### src/rtl/grn_attractor_scheduler_pkg.sv
// Shared types for the GRN attractor scheduler: FSM state encoding, default
// widths and the result record handed to the consumer.
package grn_attractor_scheduler_pkg;

  localparam int GRN_N_NODES = 8;
  localparam int GRN_STEP_W  = 16;

  typedef enum logic [2:0] {
    S_IDLE   = 3'd0,
    S_LOAD   = 3'd1,
    S_STEP   = 3'd2,
    S_CHECK  = 3'd3,
    S_REPORT = 3'd4,
    S_NEXT   = 3'd5,
    S_FIN    = 3'd6
  } grn_sched_state_t;

  typedef struct packed {
    logic [GRN_N_NODES-1:0] init;
    logic [GRN_STEP_W-1:0]  steps;
    logic                   timeout;
  } grn_result_t;

endpackage

### src/rtl/grn_attractor_scheduler_result_reg.sv
// Single-entry valid/ready holding register for one sweep result.
// Handshake: data_o is stable while valid_o=1; the entry retires on valid_o&ready_i.
module grn_result_reg
  import grn_attractor_scheduler_pkg::*;
#(
  parameter type T = grn_result_t
) (
  input  logic clk,
  input  logic rst,
  input  logic load_i,
  input  T     data_i,
  input  logic ready_i,
  output logic valid_o,
  output T     data_o
);

  logic valid_q;
  T     data_q;

  always_ff @(posedge clk or posedge rst) begin
    if (rst) begin
      valid_q <= 1'b0;
      data_q  <= '0;
    end else if (load_i) begin
      valid_q <= 1'b1;
      data_q  <= data_i;
    end else if (valid_q && ready_i) begin
      valid_q <= 1'b0;
    end
  end

  assign valid_o = valid_q;
  assign data_o  = data_q;

endmodule

### src/rtl/grn_attractor_scheduler.sv
// Sweeps initial states over a tortoise/hare node array, stepping each until
// s0 meets s1 or the step budget runs out, and streams out one result per state.
module grn_attractor_scheduler
  import grn_attractor_scheduler_pkg::*;
#(
  parameter int N_NODES   = GRN_N_NODES,
  parameter int STEP_W    = GRN_STEP_W,
  parameter int MAX_STEPS = 1000
) (
  input  logic                   clk,
  input  logic                   rst,
  input  logic                   start,
  input  logic [N_NODES-1:0]     state_begin,
  input  logic [N_NODES-1:0]     state_end,
  output logic                   busy,
  output logic                   done,
  output logic                   reset_nos,
  output logic                   start_s0,
  output logic                   start_s1,
  output logic [N_NODES-1:0]     init_state,
  input  logic [N_NODES-1:0]     s0_vec,
  input  logic [N_NODES-1:0]     s1_vec,
  output logic                   res_valid,
  input  logic                   res_ready,
  output logic [N_NODES-1:0]     res_init_state,
  output logic [STEP_W-1:0]      res_steps,
  output logic                   res_timeout,
  output grn_sched_state_t       dbg_state
);

  typedef struct packed {
    logic [N_NODES-1:0] init;
    logic [STEP_W-1:0]  steps;
    logic               timeout;
  } result_t;

  localparam logic [STEP_W-1:0] MAX_CNT = STEP_W'(MAX_STEPS);

  grn_sched_state_t   state_q, state_d;
  logic [N_NODES-1:0] cur_q, cur_d;
  logic [N_NODES-1:0] end_q, end_d;
  logic [STEP_W-1:0]  step_cnt_q, step_cnt_d;
  logic               busy_q, done_q, reset_nos_q, start_s0_q, start_s1_q;
  logic               res_load;
  logic               meet;
  result_t            res_in, res_out;

  // The match right after step 1 is guaranteed (both copies advanced once) and is not a meet.
  assign meet = (s0_vec == s1_vec) && (step_cnt_q >= STEP_W'(2));

  always_comb begin
    state_d         = state_q;
    cur_d           = cur_q;
    end_d           = end_q;
    step_cnt_d      = step_cnt_q;
    res_load        = 1'b0;
    res_in.init     = cur_q;
    res_in.steps    = step_cnt_q;
    res_in.timeout  = 1'b0;
    unique case (state_q)
      S_IDLE: if (start) begin
        cur_d   = state_begin;
        end_d   = state_end;
        state_d = (state_begin > state_end) ? S_FIN : S_LOAD;
      end
      S_LOAD: begin
        step_cnt_d = '0;
        state_d    = S_STEP;
      end
      S_STEP: begin
        step_cnt_d = step_cnt_q + STEP_W'(1);
        state_d    = S_CHECK;
      end
      S_CHECK: begin
        if (meet) begin
          res_load = 1'b1;
          state_d  = S_REPORT;
        end else if (step_cnt_q == MAX_CNT) begin
          res_load       = 1'b1;
          res_in.timeout = 1'b1;
          state_d        = S_REPORT;
        end else begin
          state_d = S_STEP;
        end
      end
      S_REPORT: if (res_valid && res_ready) state_d = S_NEXT;
      S_NEXT: begin
        if (cur_q == end_q) begin
          state_d = S_FIN;
        end else begin
          cur_d   = cur_q + N_NODES'(1);
          state_d = S_LOAD;
        end
      end
      S_FIN:   state_d = S_IDLE;
      default: state_d = S_IDLE;
    endcase
  end

  // Strobes and status are registered from the next state so they line up with the state cycle.
  always_ff @(posedge clk or posedge rst) begin
    if (rst) begin
      state_q     <= S_IDLE;
      cur_q       <= '0;
      end_q       <= '0;
      step_cnt_q  <= '0;
      busy_q      <= 1'b0;
      done_q      <= 1'b0;
      reset_nos_q <= 1'b0;
      start_s0_q  <= 1'b0;
      start_s1_q  <= 1'b0;
    end else begin
      state_q     <= state_d;
      cur_q       <= cur_d;
      end_q       <= end_d;
      step_cnt_q  <= step_cnt_d;
      busy_q      <= (state_d != S_IDLE) && (state_d != S_FIN);
      done_q      <= (state_d == S_FIN);
      reset_nos_q <= (state_d == S_LOAD);
      start_s0_q  <= (state_d == S_STEP);
      start_s1_q  <= (state_d == S_STEP);
    end
  end

  grn_result_reg #(.T(result_t)) u_result_reg (
    .clk     (clk),
    .rst     (rst),
    .load_i  (res_load),
    .data_i  (res_in),
    .ready_i (res_ready),
    .valid_o (res_valid),
    .data_o  (res_out)
  );

  assign busy           = busy_q;
  assign done           = done_q;
  assign reset_nos      = reset_nos_q;
  assign start_s0       = start_s0_q;
  assign start_s1       = start_s1_q;
  assign init_state     = cur_q;
  assign res_init_state = res_out.init;
  assign res_steps      = res_out.steps;
  assign res_timeout    = res_out.timeout;
  assign dbg_state      = state_q;

endmodule

### config.mk
export PLATFORM = sky130hd
export DESIGN_NAME = grn_attractor_scheduler
export DESIGN_NICKNAME = d
export VERILOG_FILES = /design/src/rtl/grn_attractor_scheduler_pkg.sv /design/src/rtl/grn_attractor_scheduler_result_reg.sv /design/src/rtl/grn_attractor_scheduler.sv
export SDC_FILE = /design/constraint.sdc
export NUM_CORES = 1
export LEC_CHECK = 0
export ABC_AREA = 1
export CORE_MARGIN = 2
export CORE_UTILIZATION = 55
export DETAILED_ROUTE_END_ITERATION = 12
export GPL_ROUTABILITY_DRIVEN = 0
export PLACE_DENSITY = 0.85
export SLEW_MARGIN = 20
export SYNTH_ARGS = -nofsm -noshare
export SYNTH_HDL_FRONTEND = slang
export SYNTH_SLANG_ARGS = --single-unit
### constraint.sdc
create_clock -name clk -period 5.1 [get_ports clk]
set_input_delay 1.02 -clock clk [delete_from_list [all_inputs] [get_ports clk]]
set_output_delay 1.02 -clock clk [all_outputs]
set_load 0.03 [all_outputs]
==> results.sh, run 1 <==
export IMPL_cts_tree="built"
export IMPL_routed_via_density=5.266
export IMPL_grt_pass1_wl_mm=14.12
export IMPL_io_pins=78
export IMPL_antenna_found_initial=0
export IMPL_worstMarginPinSlew_ns=0.8235
export IMPL_synthToLayoutAreaGrowth_pct=24.90
export IMPL_tns_ns=0
export IMPL_rsz0062_at_grt="no"
export IMPL_setup_viol=0
export IMPL_syn_area_per_cell_um2=8.034
export IMPL_htree_levels=3
export IMPL_first_iter_violations=199
export IMPL_start_kind="flop"
export IMPL_hold_viol=0
export IMPL_cp_top_family="buffers and inverters"
export IMPL_num_rows=29
export IMPL_synth_area_mm2=0.003704
export IMPL_portBuffers=77
export IMPL_synth_ff_type="dfrtp_1"
export IMPL_cts_sinks=65
export IMPL_crit_type="flop to primary output"
export IMPL_holdPathStages=2
export IMPL_cts_setup_buffers=0
export IMPL_synth_distinct_cells=39
export IMPL_yosysSeqAreaShare_pct=43.92
export IMPL_fmax_mhz=366.4
export IMPL_vias=3228
export IMPL_synth_warnings=0
export IMPL_synth_cells=461
export IMPL_crit_cells=1
export IMPL_crit_chain="clkdlybuf4s50_1"
export IMPL_crit_slowest_cell="clkdlybuf4s50_1"
export IMPL_synthTopCellsByArea="dfrtp_1 (44%), nand2_1 (13%), inv_1 (6.5%)"
export IMPL_status="completed"
export IMPL_required_ns=4.08
export IMPL_reg2reg_depth=11
export IMPL_n_antenna_cell=0
export IMPL_async_flop_share_pct=100.0
export IMPL_ys_ff_latch=65
export IMPL_fin_area_mm2=0.004626
export IMPL_core_area_mm2=0.006422
export IMPL_crit_fanout=7
export IMPL_crit_path_end_kind="primary output"
export IMPL_die_area_mm2=0.007406
export IMPL_final_common_cell="nand2_1"
export IMPL_critPathBufInv=1
export IMPL_routed_wl_mm=8.517
export IMPL_clk_pin_slew_worst_paths_ns=0.07
export IMPL_gr_total_overflow=0
export IMPL_irDropWorstVdd_v=0.0003571
export IMPL_postCtsHoldBufs=0
export IMPL_layout_common_cells="nand2_1 (124), clkdlybuf4s50_1 (77), dfrtp_1 (65)"
export IMPL_start_util_pct=57.67
export IMPL_drive_gt1_share_pct=10.63
export IMPL_grt_pass1_vias=3204
export IMPL_route_detailed_drc=0
export IMPL_slowest_delay_ns=0.77
export IMPL_fin_crit_ns=2.729
export IMPL_fin_nets=580
export IMPL_max_cap_viol_count=0
export IMPL_setup_slack_ns=2.371
export IMPL_cts_buffers=9
export IMPL_dpl_instance_area_mm2=0.004431
export IMPL_hpwl_mm=6.325
export IMPL_leakage_nw=2.262
export IMPL_fp_dieW_um=86.06
export IMPL_die_h_um=86.06
export IMPL_synth_largest_area_cell="dfrtp_1"
export IMPL_grt_max_degree=66
export IMPL_synth_edff_count=0
export IMPL_syn_nets=509
export IMPL_fin_util_pct=72.02
export IMPL_min_path_type="flop to flop"
export IMPL_worst_slew_margin_rel_pct=45.10
export IMPL_ant_nets=0
export IMPL_clock_root_buffer="clkbuf_8"
export IMPL_fin_total_pwr_w=0.001951
export IMPL_critPathArrivalTime_ns=1.71
export IMPL_synth_top_area_share_pct=43.92
export IMPL_drt_wirelength_per_cell_um=13.89
export IMPL_cts_resized=0
export IMPL_clk_latency_ns=0.34
export IMPL_fin_crit_sh_pct=53.51
export IMPL_first_pass_iters=7
export IMPL_power_density_mw_per_mm2=421.8
export IMPL_track_usage_pct=24.36
export IMPL_fin_skew_ns=0.009135
export IMPL_pre_cts_ws_ns=2.175
export IMPL_clock_path_buffers=2
export IMPL_drv_slew=0
==> where the power goes <==
part           switching [W]  total [W]  internal (W)
logic               0.000477   0.000776      0.000299
registers           0.000123   0.000736      0.000613
clock network       0.000190   0.000439      0.000248
==> synth_stat cells (3+ instances only) <==
library cell / count
o21ai_2: 15
ha_1: 12
buf_6: 5
nand4_1: 5
nor3_1: 5
nand2_1: 124
xnor2_1: 10
a21oi_1: 10
buf_4: 11
inv_2: 6
dfrtp_1: 65
nand2_2: 3
o21ai_1: 6
nand3_1: 18
nor2_2: 4
o22ai_1: 4
nor2_1: 34
inv_1: 64
o21ai_0: 34
==> per-layer routing <==
metal / vias up / routed length [um] / track usage (%) / part of all wire (%)
met4: 0 / 216 / 11.40 / 2.5
met3: 19 / 462 / 4.620 / 5.4
met1: 1499 / 3449 / 28.40 / 40
met2: 115 / 4389 / 43.06 / 52
met5: - / 0 / 0 / 0
li1: 1595 / - / - / -
==> sequential cells by signal, summed over array words and instances (netlist names) <==
| register | cells |
|---|---|
| end_q | 8 |
| start_s1 | 1 |
| step_cnt_q | 16 |
| reset_nos | 1 |
| dbg_state | 3 |
| u_result_reg.valid_o | 1 |
| done | 1 |
| u_result_reg.data_o | 25 |
| init_state | 8 |
| busy | 1 |
==> cell families (layout without fill, tap and decap cells) <==
kind of cell	count (synthesis)	in the layout	share of synthesized area [%]
and+or+nand+nor	207	207	25.47
buffers and inverters	89	164	11.22
AOI/OAI and AO/OA	77	77	12.70
DFF	65	65	43.92
adders and majority gates	12	12	4.054
xor gates and xnor gates	10	10	2.365
muxes	1	1	0.2703
==> path summary, 6_finish.rpt <==
| path | slack (ns) | start | endpoint |
|---|---|---|---|
| setup / recovery | 2.37 | dbg_state[1] | dbg_state[1] |
| hold / removal | 0.48 | u_result_reg.data_o[10] | u_result_reg.data_o[10] |
| min in group asynchronous | 1.21 | rst | busy |
| max in group asynchronous | 3.32 | rst | u_result_reg.data_o[14] |
| hold reg to reg | 0.48 | u_result_reg.data_o[10] | u_result_reg.data_o[10] |
| setup reg to reg | 3.09 | step_cnt_q[0] | u_result_reg.data_o[15] |
==> through the flow <==
stage | cells | hold slack [ns]
after detailed placement | 598 | 0.4695
after CTS | 613 | 0.4873
after floorplan | 461 | 0.4684
final | 613 | 0.4835
after global routing | 613 | 0.5102
after global placement | 598 | 0.4641
==> cell type report <==
type / instances / area, um2
Clock inverter: 3 / 40.04
Fill cell: 511 / 1797
Inverter: 71 / 267.8
Timing Repair Buffer: 78 / 778.2
Tap cell: 77 / 96.34
Clock buffer: 12 / 155.1
Multi-Input combinational cell: 307 / 1662
Sequential cell: 65 / 1627
(Power assumes the default switching activity.)
==> inputs of run 2 (changes only) <==
CORE_UTILIZATION = 46   (was 55)
PLACE_DENSITY = 0.76   (was 0.85)
clock period = 2.4 ns   (was 5.1 ns; I/O delays follow)
==> results.sh, run 2 (same netlist as run 1, synthesis figures left out) <==
export IMPL_cts_sinks=65
export IMPL_cts_tree="built"
export IMPL_tns_ns=0
export IMPL_final_cell_count_no_fill=639
export IMPL_dp_cells=624
export IMPL_grt_pass1_wl_mm=14.01
export IMPL_irDropWorstVdd_v=0.0005926
export IMPL_n_antenna_cell=0
export IMPL_ant_nets=0
export IMPL_routed_wl_mm=8.024
export IMPL_clock_root_buffer="clkbuf_8"
export IMPL_critPathBufInv=1
export IMPL_clk_pin_slew_worst_paths_ns=0.07
export IMPL_drive_gt1_share_pct=10.80
export IMPL_route_detailed_drc=0
export IMPL_setup_viol=0
export IMPL_num_rows=32
export IMPL_crit_fanout=7
export IMPL_portBuffers=77
export IMPL_vias=3161
export IMPL_fin_crit_sh_pct=89.95
export IMPL_fin_nets=581
export IMPL_layout_common_cells="nand2_1 (124), clkdlybuf4s50_1 (77), dfrtp_1 (65)"
export IMPL_status="completed"
export IMPL_die_h_um=93.73
export IMPL_final_common_cell="nand2_1"
export IMPL_cts_resized=0
export IMPL_fin_total_pwr_w=0.004127
export IMPL_clock_path_buffers=2
export IMPL_cp_top_family="buffers and inverters"
export IMPL_critPathArrivalTime_ns=1.68
export IMPL_start_kind="flop"
export IMPL_r2r_setup_slack_ns=0.43
export IMPL_reg2reg_depth=10
export IMPL_power_density_mw_per_mm2=882.5
export IMPL_timing_rr_start="step_cnt_q[0]"
export IMPL_leakage_nw=2.272
export IMPL_first_pass_iters=5
export IMPL_fin_crit_ns=2.159
export IMPL_start_util_pct=47.68
export IMPL_crit_chain="clkdlybuf4s50_1"
export IMPL_io_pins=78
export IMPL_max_cap_viol_count=0
export IMPL_antenna_found_initial=0
export IMPL_drv_slew=0
export IMPL_gr_total_overflow=0
export IMPL_cts_setup_buffers=0
export IMPL_largest_register_ffs=25
export IMPL_routed_via_density=4.947
export IMPL_grt_pass1_vias=3144
export IMPL_clk_latency_ns=0.34
export IMPL_crit_path_end_kind="primary output"
export IMPL_track_usage_pct=20.09
export IMPL_drt_wirelength_per_cell_um=12.56
export IMPL_fp_dieW_um=93.73
export IMPL_hpwl_mm=6.181
export IMPL_worstMarginPinSlew_ns=0.5340
export IMPL_fmax_mhz=463.2
export IMPL_crit_cells=1
export IMPL_htree_levels=3
export IMPL_grt_max_degree=53
export IMPL_postCtsHoldBufs=0
export IMPL_hold_viol=0
export IMPL_cts_buffers=9
export IMPL_slowest_delay_ns=0.76
export IMPL_fin_skew_ns=0.008121
export IMPL_rr_endpoint="u_result_reg.valid_o"
export IMPL_min_path_type="primary input to async pin"
export IMPL_die_area_mm2=0.008785
export IMPL_first_iter_violations=124
export IMPL_rsz0062_at_grt="no"
export IMPL_synthToLayoutAreaGrowth_pct=26.28
export IMPL_worst_slew_margin_rel_pct=64.40
export IMPL_required_ns=1.92
export IMPL_crit_slowest_cell="clkdlybuf4s50_1"
export IMPL_crit_type="flop to primary output"
export IMPL_core_area_mm2=0.007767
-- run 2: changes by cell type in the layout (fill, tap and decap cells not counted), sizes merged --
cell	change
buf	+1
-- run 2: final cells by class --
class,count,area [um2]
clock inverter,3,40.04
timing repair buffer,79,798.3
sequential,65,1627
multi-input combinational,307,1662
tap,102,127.6
inverter,71,267.8
fill,691,3090
clock buffer,12,155.1
-- run 2: through the flow --
step	setup WS (ns)	util, %	hold slack [ns]	cell area, um2
after floorplan	0.2935	-	0.4684	3704
after global placement	0.04808	57.70	0.4641	4482
after detailed placement	0.03189	57.70	0.4695	4482
after CTS	0.2176	60.21	0.4091	4677
after global routing	0.1643	60.21	0.4347	4677
final	0.2411	60.21	0.4107	4677
-- run 2: where the power goes --
part           switching (W)  internal (W)  leakage (nW)
registers           0.000259       0.00130         0.861
logic               0.000998      0.000641          1.31
clock network       0.000400      0.000528         0.102
-- run 2: worst max path at each step --
stage,startpoint,end,slack (ns)
5_1_grt,step_cnt_q[0],u_result_reg.valid_o,0.16
3_3_place_gp,s0_vec[7],u_result_reg.data_o[11],0.05
2_1_floorplan,rst,busy,0.29
3_5_place_dp,s1_vec[7],u_result_reg.data_o[2],0.03
6_report,dbg_state[1],dbg_state[1],0.24
4_1_cts,dbg_state[1],dbg_state[1],0.22
-- run 2: layer usage --
layer / track usage, % / wire length (um) / part of all wire (%)
met1: 24.27 / 3401 / 42
met2: 35.54 / 4156 / 52
met3: 5.136 / 367 / 4.6
met4: 5.314 / 99 / 1.2
met5: 0 / 0 / 0
